**src/rtl/reg_pkg.sv**
```systemverilog
// Shared register-file constants, scope encodings and writeback source ids.
// Used by the writeback arbiter and its round-robin sub-block.
package reg_pkg;

   localparam int REG_IDX_W  = 4;
   localparam int REG_DATA_W = 32;
   localparam int NUM_REGS   = 16;

   localparam logic [1:0] SCOPE_NONE = 2'h0;
   localparam logic [1:0] SCOPE_LO   = 2'h1;
   localparam logic [1:0] SCOPE_HI   = 2'h2;
   localparam logic [1:0] SCOPE_FULL = 2'h3;

   typedef enum logic {
      SRC_ALU = 1'b0,
      SRC_LSU = 1'b1
   } src_e;

endpackage

```
**src/rtl/rr_arb2.sv**
```systemverilog
// Two-request round-robin arbiter; the pointer remembers the last granted source
// so that, under contention, the other source wins next.
module rr_arb2
   import reg_pkg::*;
(
   input  logic       clk,
   input  logic       rst,
   input  logic [1:0] req,
   output logic [1:0] gnt
);

   src_e last;

   always_comb begin
      gnt = 2'b00;
      if (!rst) begin
         case (req)
            2'b01:   gnt = 2'b01;
            2'b10:   gnt = 2'b10;
            2'b11:   gnt = (last == SRC_LSU) ? 2'b01 : 2'b10;
            default: gnt = 2'b00;
         endcase
      end
   end

   // Reset to "LSU went last" so the ALU wins the first contention.
   always_ff @(posedge clk) begin
      if (rst) begin
         last <= SRC_LSU;
      end else if (gnt[0]) begin
         last <= SRC_ALU;
      end else if (gnt[1]) begin
         last <= SRC_LSU;
      end
   end

endmodule

```
**src/rtl/reg_wb_arbiter.sv**
```systemverilog
// Shares the register file write port between the ALU and the load/store unit,
// registers the winning write and keeps the pending-write scoreboard for decode.
module reg_wb_arbiter
   import reg_pkg::*;
#(
   parameter int DATA_W = REG_DATA_W,
   parameter int IDX_W  = REG_IDX_W
) (
   input  logic                 clk,
   input  logic                 rst,
   input  logic                 src0_valid,
   output logic                 src0_ready,
   input  logic [IDX_W-1:0]     src0_index,
   input  logic [DATA_W-1:0]    src0_data,
   input  logic [1:0]           src0_scope,
   input  logic                 src1_valid,
   output logic                 src1_ready,
   input  logic [IDX_W-1:0]     src1_index,
   input  logic [DATA_W-1:0]    src1_data,
   input  logic [1:0]           src1_scope,
   input  logic                 rsv_valid,
   input  logic [IDX_W-1:0]     rsv_index,
   output logic                 we,
   output logic [IDX_W-1:0]     reg_w_index,
   output logic [DATA_W-1:0]    wr_data,
   output logic [1:0]           wr_scope,
   output logic [2**IDX_W-1:0]  pending
);

   logic [1:0]          gnt;
   logic [IDX_W-1:0]    sel_index;
   logic [DATA_W-1:0]   sel_data;
   logic [1:0]          sel_scope;
   logic                accept;
   logic [2**IDX_W-1:0] pending_nxt;

   rr_arb2 u_arb (
      .clk (clk),
      .rst (rst),
      .req ({src1_valid, src0_valid}),
      .gnt (gnt)
   );

   assign src0_ready = gnt[0];
   assign src1_ready = gnt[1];

   // Zero-scope handshakes are consumed but never reach the register file.
   always_comb begin
      sel_index = src0_index;
      sel_data  = src0_data;
      sel_scope = src0_scope;
      if (gnt[1]) begin
         sel_index = src1_index;
         sel_data  = src1_data;
         sel_scope = src1_scope;
      end
      accept = (gnt != 2'b00) && (sel_scope != SCOPE_NONE);
   end

   // Clear first, then set, so a same-cycle reservation of the committing index survives.
   always_comb begin
      pending_nxt = pending;
      if (we) begin
         pending_nxt[reg_w_index] = 1'b0;
      end
      if (rsv_valid) begin
         pending_nxt[rsv_index] = 1'b1;
      end
   end

   always_ff @(posedge clk) begin
      if (rst) begin
         we          <= 1'b0;
         reg_w_index <= '0;
         wr_data     <= '0;
         wr_scope    <= SCOPE_NONE;
         pending     <= '0;
      end else begin
         we      <= accept;
         pending <= pending_nxt;
         if (accept) begin
            reg_w_index <= sel_index;
            wr_data     <= sel_data;
            wr_scope    <= sel_scope;
         end
      end
   end

endmodule
```
**config.mk**
```make
export PLATFORM = sky130hd
export DESIGN_NAME = reg_wb_arbiter
export DESIGN_NICKNAME = d
export VERILOG_FILES = /design/src/rtl/reg_pkg.sv /design/src/rtl/rr_arb2.sv /design/src/rtl/reg_wb_arbiter.sv
export SDC_FILE = /design/constraint.sdc
export NUM_CORES = 1
export LEC_CHECK = 0
export BUFFER_PORTS_ARGS = -buffer_cell sky130_fd_sc_hd__buf_2
export CAP_MARGIN = 0
export CORE_MARGIN = 2
export CORE_UTILIZATION = 30
export DETAILED_ROUTE_END_ITERATION = 10
export GPL_ROUTABILITY_DRIVEN = 0
export HOLD_SLACK_MARGIN = 0.15
export PLACE_DENSITY_LB_ADDON = 0.2
export SLEW_MARGIN = 30
export SYNTH_ARGS = -nofsm -noshare
export SYNTH_HDL_FRONTEND = slang
export SYNTH_SLANG_ARGS = --single-unit
```
**constraint.sdc**
```tcl
create_clock -name clk -period 3.76 [get_ports clk]
set_input_delay 0 -clock clk [delete_from_list [all_inputs] [get_ports clk]]
set_output_delay 0 -clock clk [all_outputs]
set_load 0.005 [all_outputs]
```
; ---- Word level (Yosys, flattened, before mapping)
; Index checks and enable logic that the tools add are counted.
[classes]
n_eq_ne = 3
multipliers = 0
div = 0
order_cmp = 4
reduce_logical = 5
mux = 14
bitwise = 3
shifts = 0
n_addsub = 0
[op_table]
columns = op, count
row1 = two-way mux 16 bit, 2
row2 = two-way mux 32 bit, 1
row3 = AND 16 bit, 1
row4 = inverter 16 bit, 1
row5 = OR 16 bit, 1
row6 = < comparator 4 x 5 -> 1 bit (second input constant), 2
row7 = demux 1 bit (select 4 bit), 2
row8 = >= comparator 4 x 1 -> 1 bit (second input constant), 2
row9 = two-way mux 2 bit, 3
row10 = one-hot mux 2 bit (3 select lines), 1
row11 = == test 2 bit (second input constant), 2
row12 = two-way mux 1 bit, 4
row13 = two-way mux 4 bit, 1
row14 = nonzero test 2 bit, 2
row15 = logical AND 1 bit, 3
row16 = == test 2 x 1 -> 1 bit (second input constant), 1
[word_totals]
memories = 0
wordCells = 35
latchBits = 0
reg_bits = 56
rom_bits = 0
output_inout_bits = 57
ram_bits = 0
input_bits = 85

; ---- Logic depth before layout (Yosys ltp)
[depth]
ltp_word = 9
mapped_depth = 6
mapped_depth_nobuf = 4

; ---- Hierarchy
; Synthesis repeated with hierarchy kept, for this count alone.
[unflattened]
hier_cells = 290
hier_area_um2 = 2717.6
[modules_own_cells]
columns = mod, cells_each, instances, seq_area_each_um2, area_per_inst_um2
row1 = reg_wb_arbiter, 283, 1, 1101.1, 2660.1
row2 = rr_arb2, 7, 1, 20.0, 57.6

; ---- Least setup slack after synthesis
; No wires, ideal clock.
[synth_timing]
kind = flip-flop to flip-flop
startpoint = reg u_arb.last
endpoint = reg reg_w_index[3]
setup_time_ps = 146
t_arrival_ps = 1292
n_path_buf = 2
required_time_ps = 3614
path_stages_with_launch = 7
period_less_slack_ps = 1438
slack_ps = 2322
path_cell_list = dfxtp_1 > nand2b_4 > a32o_2 > buf_4 > buf_4 > nor3_1 > a211oi_2
[synth_between]
elab_chain_cells = 6
[synth_lines]
columns = element, line
row1 = start: declaration, rr_arb2.sv:12  ; src_e last;
row2 = start signal: assignment, rr_arb2.sv:29  ; last <= SRC_LSU;
row3 = start signal: assignment, rr_arb2.sv:31  ; last <= SRC_ALU;
row4 = start signal: assignment, rr_arb2.sv:33  ; last <= SRC_LSU;
row5 = two-way mux 2 bit *, rr_arb2.sv:20  ; 2'b11: gnt = (last == SRC_LSU) ? 2'b01 : 2'b10;
row6 = one-hot mux 2 bit (3 select lines) *, rr_arb2.sv:17  ; case (req)
row7 = two-way mux 2 bit *, rr_arb2.sv:16  ; if (!rst) begin
row8 = two-way mux 2 bit, reg_wb_arbiter.sv:52  ; if (gnt[1]) begin
row9 = nonzero test 2 bit, reg_wb_arbiter.sv:57  ; accept = (gnt != 2'b00) && (sel_scope != SCOPE_NONE);
row10 = logical AND 1 bit, reg_wb_arbiter.sv:57
row11 = end signal: assignment, reg_wb_arbiter.sv:82  ; reg_w_index <= sel_index;
row12 = end: declaration, reg_wb_arbiter.sv:24  ; output logic [IDX_W-1:0] reg_w_index,
; Every way passes the cells marked *; elsewhere a longest branch is shown, timed or not.
; A chain may end at the register's enable or synchronous reset.

; ---- Worst setup path in the final report
[layout_timing]
startpoint = in src1_valid
endpoint = reg reg_w_index[3]
[layout_between]
elab_chain_cells = 6
[layout_lines]
columns = element, line
row1 = start: declaration, reg_wb_arbiter.sv:16  ; input logic src1_valid,
row2 = == test 2 bit / == test 2 x 1 -> 1 bit (equally long branches), rr_arb2.sv:17
row3 = one-hot mux 2 bit (3 select lines) *, rr_arb2.sv:17
row4 = two-way mux 2 bit *, rr_arb2.sv:16
row5 = two-way mux 2 bit, reg_wb_arbiter.sv:52
row6 = nonzero test 2 bit, reg_wb_arbiter.sv:57
row7 = logical AND 1 bit, reg_wb_arbiter.sv:57
; Marks and branches as above.

==> impl_metrics.json <==
{
  "synth_commonest_cells": "dfxtp_1, mux2i_1, nor3_1, a211oi_2",
  "whs_ns": 0.2018,
  "vias": 2846,
  "syn_inst": 270,
  "seq_area_frac_synth": 0.4162,
  "numClockSinks": 56,
  "multi_input_area_sq_um": 1423,
  "worst-r2r-cell-count": 5,
  "detail-route-antenna-nets": 0,
  "die_h_um": 98.76,
  "synth_seq_cells": 56,
  "dp_hpwl_mm": 5.316,
  "final_area_sq_um": 4370,
  "cts_hold_buf": 84,
  "setup_violations": 0,
  "synth-edff-count": 0,
  "relSlewSlack": 0.4246,
  "yosys.area_share.adder": 0,
  "antenna_found_initial": 0,
  "min_path_cells": 4,
  "wl_mm": 8.299,
  "synth_warnings": 0,
  "hold_class": "input pin to register",
  "drc_errors": 0,
  "cts_buffer_depth": 2,
  "drtIter0Drc": 74,
  "cts_resized": 0,
  "drv_cap": 0,
  "placed_cell_area_sq_um": 3418,
  "power_density_nw_per_um2": 340.3,
  "seqCellArea_sq_um": 1121,
  "finalCritPeriodShare": 0.6891,
  "synthSimpleGateAreaFrac": 0.1523,
  "clk_pin_slew_ns": 0.11,
  "reg2reg_slack_ns": 1.19,
  "crit_arrival_ns": 2.76,
  "grt_pass1_wl_mm": 13.54,
  "ys_types": 29,
  "fill_cells": 821,
  "fin_tns_setup_ns": 0,
  "viasPerCell": 4.799,
  "die-width_um": 98.76,
  "crit_fanout": 23,
  "worstPathRequired_ns": 3.93,
  "synth_compound_area_frac": 0.2364,
  "period_needed_ns": 2.591,
  "clk_latency_ns": 0.31,
  "r2r_end": "reg_w_index[3]$_SDFFE_PP0P_",
  "syn-cell-area_sq_um": 2694,
  "syn_to_final_growth_pct": 62.24,
  "synthTopCellsByArea": "dfxtp_1, a211oi_2, mux2i_1",
  "synth-main-ff-cell": "dfxtp_1",
  "synth_top_area_frac": 0.4162,
  "r2r-start": "u_arb.last$_SDFFE_PP1P_",
  "overflow": 0,
  "post_cts_buffers": 0,
  "avgRoutedWirePerCell_um": 13.99,
  "initial_utilization": 0.3089,
  "synth_xor_area_frac": 0,
  "min_to": "wr_scope[1]$_SDFFE_PP0P_",
  "grt_pass1_vias": 2925,
  "portBuffers": 141,
  "rows": 34,
  "leakage_nw": 1.902,
  "gr-usage-all-layers": 0.1670,
  "cts_root_buf": "clkbuf_8",
  "fin_nets": 569,
  "drtPass1Iterations": 4,
  "clock.fmax_mhz": 385.9,
  "slew_viol_final": 0,
  "synth_mux_area_frac": 0.1338,
  "cts_tree": "built",
  "critPathLaunchType": "input pin",
  "core_region_area_sq_um": 8721,
  "synth_top_family_by_area": "compound AO/OA/AOI/OAI gates",
  "synth.most_common_cell": "dfxtp_1",
  "hold_violations": 0,
  "crit_type": "input pin to register",
  "hp-start": "src0_scope[1]",
  "io_pins": 142,
  "vdd_drop_max_uv": 149.3,
  "cp-startpoint": "src1_valid",
  "synth-async-reset-ratio": 0,
  "cts_inserted_buffers": 5,
  "die-area_sq_um": 9754,
  "status": "completed",
  "htree_levels": 2,
  "syn_area_per_cell_sq_um": 9.977,
  "rsz0062_at_grt": "no",
  "finClkSkew_ns": 0.008115,
  "max_slew.worst_pin.slew_ns": 0.8632,
  "yosysTopAreaCell": "dfxtp_1",
  "cp-end-kind": "register",
  "grt_max_degree": 41,
  "drive_gt1_frac": 0.3897,
  "antenna_cells": 0,
  "synth_nets": 355
}
==> cell type report <==
type	count	area share
multi-input cells	191	0.3255
repair buffers	229	0.3607
clock inverters	3	0.009734
inverters	1	0.0008589
clock buffers	5	0.01575
well taps	108	0.03092
flip-flops and latches	56	0.2565
==> stage by stage <==
stage | power, mW | util | instances | worst slack [ns]
after global routing | 1.567 | 0.5011 | 593 | 1.045
after CTS | 1.498 | 0.5011 | 593 | 1.210
final | 1.487 | 0.5011 | 593 | 1.169
after floorplan | 0.8959 | - | 270 | 2.322
after detailed placement | 1.019 | 0.3920 | 501 | 1.413
after global placement | 1.013 | 0.3914 | 501 | 1.429
==> sequential cells by signal (all words and copies together), names as in the netlist <==
signal	cells
we	1
pending	16
wr_data	32
reg_w_index	4
wr_scope	2
u_arb.last	1
==> how the worst max path moves through the flow <==
stage / end / cells after the start
after floorplan: reg_w_index[3]$_SDFFE_PP0P_ / 6
after global placement: wr_data[7]$_SDFFE_PP0P_ / 4
after detailed placement: wr_data[6]$_SDFFE_PP0P_ / 5
after CTS: reg_w_index[3]$_SDFFE_PP0P_ / 7
after global routing: reg_w_index[3]$_SDFFE_PP0P_ / 7
final: reg_w_index[3]$_SDFFE_PP0P_ / 7
==> power by group <==
group          switching [mW]  internal (mW)  leakage (nW)
sequential             0.0337          0.644         0.463
clock                   0.201          0.198        0.0541
combinational           0.186          0.225          1.39
total                   0.421           1.07          1.90
==> worst max-delay path, stage by stage <==
cell and delay [ns]:
dlygate4sd3_1 0.52, buf_2 0.15, a21boi_4 0.64, buf_4 0.48
mux2i_1 0.28, dlygate4sd3_1 0.61, a211oi_2 0.07
==> cells in the final DEF, fill, tap and decap left out, types with 2 or more instances in the layout <==
cell type,n
nor2b_1,5
nor2_1,5
nand3_1,3
dlygate4sd3_1,84
buf_2,141
a21oi_1,17
nand3b_1,2
clkbuf_8,5
mux2i_1,36
buf_4,4
nor3_1,36
nand2_1,18
dfxtp_1,56
a211oi_1,6
o21ai_0,18
a211oi_2,30
nand2b_1,3
nand2b_4,2
==> routing by layer <==
metal / wire, um / up-vias / share of wire / GRT usage
met5: 0 / - / 0 / 0
met4: 52 / 0 / 0.0063 / 0.03688
met3: 549 / 4 / 0.066 / 0.04043
met2: 4222 / 105 / 0.51 / 0.3035
met1: 3474 / 1316 / 0.42 / 0.1986
li1: - / 1421 / - / -
==> logic make-up (layout without fill, tap and decap cells) <==
kind of cell | Yosys count | after routing
simple gates | 80 | 80
mux | 36 | 36
compound gates | 75 | 75
buf+inv | 23 | 238
flops | 56 | 56
Note: power is estimated with default switching activity, not from simulation.
